**config.mk**
```make
export PLATFORM = sky130hd
export DESIGN_NAME = data_mem_responder
export DESIGN_NICKNAME = d
export VERILOG_FILES = /design/src/rtl/data_mem_responder.sv
export SDC_FILE = /design/constraint.sdc
export NUM_CORES = 2
export LEC_CHECK = 0
export ABC_CLOCK_PERIOD_IN_PS = 3900
export CAP_MARGIN = 30
export CORE_MARGIN = 3
export CORE_UTILIZATION = 58
export CTS_CLUSTER_SIZE = 12
export DETAILED_ROUTE_END_ITERATION = 16
export GPL_ROUTABILITY_DRIVEN = 0
export PLACE_DENSITY = 0.87
export SLEW_MARGIN = 25
export SYNTH_ARGS = -nofsm -noshare
export SYNTH_HDL_FRONTEND = slang
export SYNTH_SLANG_ARGS = --single-unit
```
**constraint.sdc**
```tcl
create_clock -name clk -period 3.9 [get_ports clk]
set_clock_uncertainty 0.05 [all_clocks]
set_input_delay 0.39 -clock clk [delete_from_list [all_inputs] [get_ports clk]]
set_output_delay 0.39 -clock clk [all_outputs]
set_load 0.01 [all_outputs]
```
**src/rtl/data_mem_responder.sv**
```systemverilog
// data_mem_responder: single-port RV32I data memory slave with valid/ready
// request and response channels, a configurable number of wait states and
// byte/halfword/word loads and stores with alignment and range checking.
module data_mem_responder #(
  parameter int DEPTH       = 32,
  parameter int WAIT_STATES = 1
) (
  input  logic        clk,
  input  logic        rst,
  input  logic        req_valid,
  output logic        req_ready,
  input  logic        req_we,
  input  logic [2:0]  req_funct3,
  input  logic [31:0] req_addr,
  input  logic [31:0] req_wdata,
  output logic        rsp_valid,
  input  logic        rsp_ready,
  output logic [31:0] rsp_rdata,
  output logic        rsp_err
);

  localparam int          IDX_W      = (DEPTH > 1) ? $clog2(DEPTH) : 1;
  localparam logic [31:0] ADDR_LIMIT = 32'(4 * DEPTH);
  localparam logic [3:0]  WAIT_LOAD  = (WAIT_STATES > 0) ? 4'(WAIT_STATES - 1) : 4'd0;

  typedef enum logic [1:0] {
    S_IDLE = 2'd0,
    S_WAIT = 2'd1,
    S_RESP = 2'd2
  } state_t;

  state_t      state_q, state_d;
  logic [3:0]  cnt_q, cnt_d;
  logic        ready_q, ready_d;
  logic        we_q, we_d;
  logic [2:0]  f3_q, f3_d;
  logic [31:0] addr_q, addr_d;
  logic [31:0] wdata_q, wdata_d;
  logic [31:0] rdata_q, rdata_d;
  logic        err_q, err_d;
  logic [31:0] mem_q [DEPTH];
  logic [31:0] mem_d [DEPTH];

  logic             accept;
  logic             enter_resp;
  logic             cur_we;
  logic [2:0]       cur_f3;
  logic [31:0]      cur_addr;
  logic [31:0]      cur_wdata;
  logic [IDX_W-1:0] cur_idx;
  logic             cur_in_range;
  logic [31:0]      cur_word;
  logic             cur_err;

  // Illegal encodings, misalignment and out-of-range addresses (full 32-bit compare).
  function automatic logic is_illegal(input logic we, input logic [2:0] f3,
                                      input logic [31:0] addr);
    logic bad;
    case (f3)
      3'b000:         bad = 1'b0;
      3'b001:         bad = addr[0];
      3'b010:         bad = (addr[1:0] != 2'b00);
      3'b100, 3'b101: bad = we;
      default:        bad = 1'b1;
    endcase
    return bad || (addr >= ADDR_LIMIT);
  endfunction

  // Select the addressed lane(s) of a word and sign/zero extend to 32 bits.
  function automatic logic [31:0] load_extend(input logic [31:0] word, input logic [2:0] f3,
                                              input logic [1:0] lane);
    logic [31:0] sh;
    logic [31:0] res;
    sh = word >> {lane, 3'b000};
    case (f3)
      3'b000:  res = {{24{sh[7]}}, sh[7:0]};
      3'b100:  res = {24'd0, sh[7:0]};
      3'b001:  res = {{16{sh[15]}}, sh[15:0]};
      3'b101:  res = {16'd0, sh[15:0]};
      3'b010:  res = word;
      default: res = 32'd0;
    endcase
    return res;
  endfunction

  // Merge right-aligned store data into the old word on the addressed lanes only.
  function automatic logic [31:0] store_merge(input logic [31:0] old, input logic [31:0] wd,
                                              input logic [2:0] f3, input logic [1:0] lane);
    logic [31:0] rep;
    logic [3:0]  mask;
    logic [31:0] res;
    case (f3[1:0])
      2'b00: begin
        rep  = {4{wd[7:0]}};
        mask = 4'b0001 << lane;
      end
      2'b01: begin
        rep  = {2{wd[15:0]}};
        mask = lane[1] ? 4'b1100 : 4'b0011;
      end
      default: begin
        rep  = wd;
        mask = 4'b1111;
      end
    endcase
    res = old;
    for (int b = 0; b < 4; b++) begin
      if (mask[b]) res[8*b +: 8] = rep[8*b +: 8];
    end
    return res;
  endfunction

  assign accept = req_valid && ready_q;

  // In IDLE the live request is what gets executed (zero wait states); otherwise the captured one.
  always_comb begin
    cur_we       = we_q;
    cur_f3       = f3_q;
    cur_addr     = addr_q;
    cur_wdata    = wdata_q;
    if (state_q == S_IDLE) begin
      cur_we    = req_we;
      cur_f3    = req_funct3;
      cur_addr  = req_addr;
      cur_wdata = req_wdata;
    end
    cur_idx      = cur_addr[IDX_W+1:2];
    cur_in_range = (cur_addr < ADDR_LIMIT);
    cur_word     = cur_in_range ? mem_q[cur_idx] : 32'd0;
    cur_err      = is_illegal(cur_we, cur_f3, cur_addr);
  end

  // Next-state logic, request capture, and memory access on entry to RESP.
  always_comb begin
    state_d = state_q;
    cnt_d   = cnt_q;
    we_d    = we_q;
    f3_d    = f3_q;
    addr_d  = addr_q;
    wdata_d = wdata_q;
    rdata_d = rdata_q;
    err_d   = err_q;
    mem_d   = mem_q;

    case (state_q)
      S_IDLE: begin
        if (accept) begin
          we_d    = req_we;
          f3_d    = req_funct3;
          addr_d  = req_addr;
          wdata_d = req_wdata;
          if (WAIT_STATES == 0) begin
            state_d = S_RESP;
          end else begin
            state_d = S_WAIT;
            cnt_d   = WAIT_LOAD;
          end
        end
      end
      S_WAIT: begin
        if (cnt_q == 4'd0) state_d = S_RESP;
        else               cnt_d   = cnt_q - 4'd1;
      end
      S_RESP: begin
        if (rsp_ready) begin
          state_d = S_IDLE;
          rdata_d = 32'd0;
          err_d   = 1'b0;
        end
      end
      default: state_d = S_IDLE;
    endcase

    enter_resp = (state_d == S_RESP) && (state_q != S_RESP);
    if (enter_resp) begin
      err_d   = cur_err;
      rdata_d = (cur_err || cur_we) ? 32'd0 : load_extend(cur_word, cur_f3, cur_addr[1:0]);
      if (cur_we && !cur_err) begin
        mem_d[cur_idx] = store_merge(cur_word, cur_wdata, cur_f3, cur_addr[1:0]);
      end
    end

    // Ready is registered so it stays low through reset and on the RESP->IDLE edge.
    ready_d = (state_d == S_IDLE);
  end

  // State, capture, response and memory registers; everything clears while rst is low.
  always_ff @(posedge clk or negedge rst) begin
    if (!rst) begin
      state_q <= S_IDLE;
      cnt_q   <= 4'd0;
      ready_q <= 1'b0;
      we_q    <= 1'b0;
      f3_q    <= 3'd0;
      addr_q  <= 32'd0;
      wdata_q <= 32'd0;
      rdata_q <= 32'd0;
      err_q   <= 1'b0;
      for (int i = 0; i < DEPTH; i++) mem_q[i] <= 32'd0;
    end else begin
      state_q <= state_d;
      cnt_q   <= cnt_d;
      ready_q <= ready_d;
      we_q    <= we_d;
      f3_q    <= f3_d;
      addr_q  <= addr_d;
      wdata_q <= wdata_d;
      rdata_q <= rdata_d;
      err_q   <= err_d;
      mem_q   <= mem_d;
    end
  end

  assign req_ready = ready_q;
  assign rsp_valid = (state_q == S_RESP);
  assign rsp_rdata = rdata_q;
  assign rsp_err   = err_q;

endmodule
```
==> results.toml <==
[pwr]
p_total_mw = 40.6
cellPowerDensity_mw_per_mm2 = 725
leakage_nw = 25.7
maximum_vdd_ir_drop_mv = 0.719

[placement]
estimated_wirelength_of_the_detail_placed_design_um = 95500
place_ws_ps = -27.3
portBuffers = 106

[die]
vertical_die_dimension_um = 296
floorplan.initialDensity = 0.589
rows = 105
number_of_placed_i_o_pins = 107
die_x_um = 296
core_area_mm2 = 0.0825
dieArea_mm2 = 0.0873

[timing]
hold_violations = 0
min_period_ps = 3950
finalWorstSetupSlack_ps = -48.1
grt_setup_unrepaired = "true"
finalCritPeriodShare = 1.01
holdWs_ps = 203
tightest_slew_ps = 851
slew_viol_final = 0
max_slew_margin = 0.425
setup_viol = 26
max_freq_mhz = 253

[synth]
post_synth_instance_area_mm2 = 0.0486
synth_area_per_cell_um2 = 10.4
synthCells = 4696
synth_cell_type_count = 62
ys_seq_area_frac = 0.583
synth_async_sr_flop_share = 1.00
synth.ff_latch_count = 1132
ys_dominant_reg_cell = "dfrtp_1"
warning_count_from_the_yosys_run = 0
number_of_synthesized_flops_with_an_enable_pin = 0
synth_fp_nets = 4770

[worst_setup_path]
ff2ff_setup_slack_ps = -50
crit_path_max_incr_delay_ps = 470
timing.critical_path.cells = "or2_1 > buf_4 > a31oi_4 > buf_12 > buf_4 > o22ai_1 > o21ai_0 > nand4_1 > buf_4 > nor2_2 > a31oi_1 > a31oi_2 > buf_4 > mux2_2"
maximum_fanout_encountered_on_the_critical_timing_path = 32
type_of_the_worst_setup_path = "reg -> reg"
cp.arrival_ps = 4540
worst_r2r_startpoint = "state_q[0]"
timing.critical_path.required_ps = 4490
reg2reg_to = "mem_q[695]"
r2r_cells = 14
worstSetupEndpointType = "flip-flop"
worstSetupStartpointType = "flip-flop"
path_common_cell = "buf_4"
critical-path-slowest-cell = "o21ai_0"

[detailed_routing]
routed_via_density = 7.17
route.detailed.drc = 0
drt-initial-drc-count = 6295
drtAntennaViolNets = 0
routed_wire_length_per_instance_um = 27.8
route.vias.total = 42200
totalWireLength_um = 164000
first_pass_iters = 9

[cts]
cts_tree = "built"
numCtsBuffers = 109
clock_tree.buffer_depth = 3
cts.sink_count = 1132
clock_tree.root_cell = "clkbuf_16"
ctsHtreeMaxLevel = 3
clk_latency_ps = 710
worst_setup_hold_path_clk_slew_ps = 60

[grt]
grt_pass1_vias = 42800
antenna_found_initial = 5
grt_overflow_total = 0
grtUsageTotal = 0.369
maximum_number_of_pins_on_one_net_before_global_route_repair = 130
grt_first_pass_wirelength_um = 248000

[job]
cap_viol_max_count = 0

[finish]
mostFrequentLayoutCells = "1,132 x dfrtp_1, 981 x o21ai_0, 812 x nand2_1"
mostFrequentLayoutCell = "dfrtp_1"
layout.core_utilization = 0.678
synthToLayoutAreaGrowth_pct = 15.1
drive_above_1_share = 0.190
final_nets = 4840

[outcome]
failed_checks = "setup timing"
run_status = "complete, but fails checks"

[worst_hold_path]
min-delay-path-class = "in -> async"
==> registers in the layout (all words and copies together), names as in the netlist, 2 cells and up <==
signal / flops
f3_q: 3
addr_q: 32
cnt_q: 4
wdata_q: 32
rsp_rdata: 32
state_q: 2
mem_q: 1024
==> logic make-up (layout without fill, tap and decap cells) <==
kind of cell | count (synthesis) | count (layout) | synth area share
buffers and inverters | 442 | 558 | 0.0352
and+or+nand+nor | 1045 | 1045 | 0.0913
other | 0 | 3 | 0
DFF | 1132 | 1132 | 0.583
AOI/OAI and AO/OA | 1629 | 1629 | 0.186
muxes | 444 | 444 | 0.104
xor gates and xnor gates | 2 | 2 | 0.000360
adders and majority gates | 2 | 2 | 0.000515
==> layout make-up <==
cell class / instances / area [um2]
flip-flops and latches: 1132 / 28300
fillers: 5216 / 26500
multi-input cells: 3122 / 18900
repair buffers: 391 / 4210
clock buffers: 146 / 3000
well taps: 1070 / 1340
clock inverters: 11 / 148
inverters: 10 / 37.5
diodes: 3 / 7.51
==> synth_stat cells (4+ instances only) <==
cell | n | area (um2)
a22o_1 | 7 | 61.3
buf_2 | 34 | 170
a21oi_1 | 29 | 145
nor2b_1 | 4 | 25.0
nor4_1 | 18 | 113
inv_1 | 10 | 37.5
nor3_1 | 36 | 180
o211ai_1 | 8 | 60.1
o21ai_0 | 992 | 4960
a31oi_1 | 11 | 68.8
nand2_2 | 18 | 113
nor4b_1 | 4 | 35.0
o21a_1 | 4 | 30.0
nand3_1 | 34 | 170
a31o_2 | 5 | 43.8
nor2_1 | 39 | 146
mux2_2 | 390 | 4390
a22oi_1 | 30 | 225
dfrtp_1 | 1132 | 28300
nor4_4 | 6 | 128
or2_2 | 6 | 37.5
mux2i_1 | 45 | 450
nand2_1 | 818 | 3070
nand2b_1 | 4 | 25.0
clkbuf_1 | 377 | 1420
o22ai_1 | 514 | 3220
buf_1 | 19 | 71.3
mux4_2 | 8 | 180
a211oi_1 | 4 | 30.0
nand4_1 | 40 | 250
==> power by group <==
part	internal, mW	switching [mW]	leakage (nW)	total, mW
clock	5.38	4.48	1.54	9.86
combinational	6.01	12.2	8.53	18.2
sequential	12.2	0.306	15.7	12.5
==> through the flow <==
| step | instance area, um2 | std cells | TNS [ps] |
|---|---|---|---|
| floorplan | 48600 | 4696 | 0 |
| global placement | 52600 | 5719 | 0 |
| detailed placement | 52600 | 5719 | -416 |
| CTS | 55800 | 5877 | 0 |
| global route | 56000 | 5883 | -1110 |
| finish | 56000 | 5885 | -348 |
==> per-layer routing <==
metal,wire length (um),share of wire,global-route usage
met5,92,0.00056,0.00488
met1,54000,0.33,0.454
met4,12500,0.076,0.266
met3,25500,0.16,0.130
met2,71800,0.44,0.542
==> worst max-delay path, delay by kind of cell, from the launching register on <==
| kind | cells | cell delay, ps |
|---|---|---|
| buf+inv | 5 | 1330 |
| compound gates | 5 | 1190 |
| simple gates | 3 | 680 |
| flops | 1 | 380 |
| mux | 1 | 250 |
==> worst max path at each step <==
stage / from / slack [ps] / to
2_1_floorplan: state_q[0] / 350 / mem_q[480]
3_3_place_gp: req_addr[2] / 130 / mem_q[66]
3_5_place_dp: req_addr[2] / -30 / mem_q[898]
4_1_cts: state_q[0] / 20 / mem_q[67]
5_1_grt: state_q[0] / -60 / mem_q[177]
6_report: state_q[0] / -50 / mem_q[695]
==> repair_timing <==
item                                    in CTS  in global routing
resized for setup                            0                 21
hold buffers                                 1                  0
setup buffers                                0                  3
hold endpoints to repair                    49                  0
endpoints found under the setup margin       0                339
No activity file was read; power rests on OpenSTA's default activity.
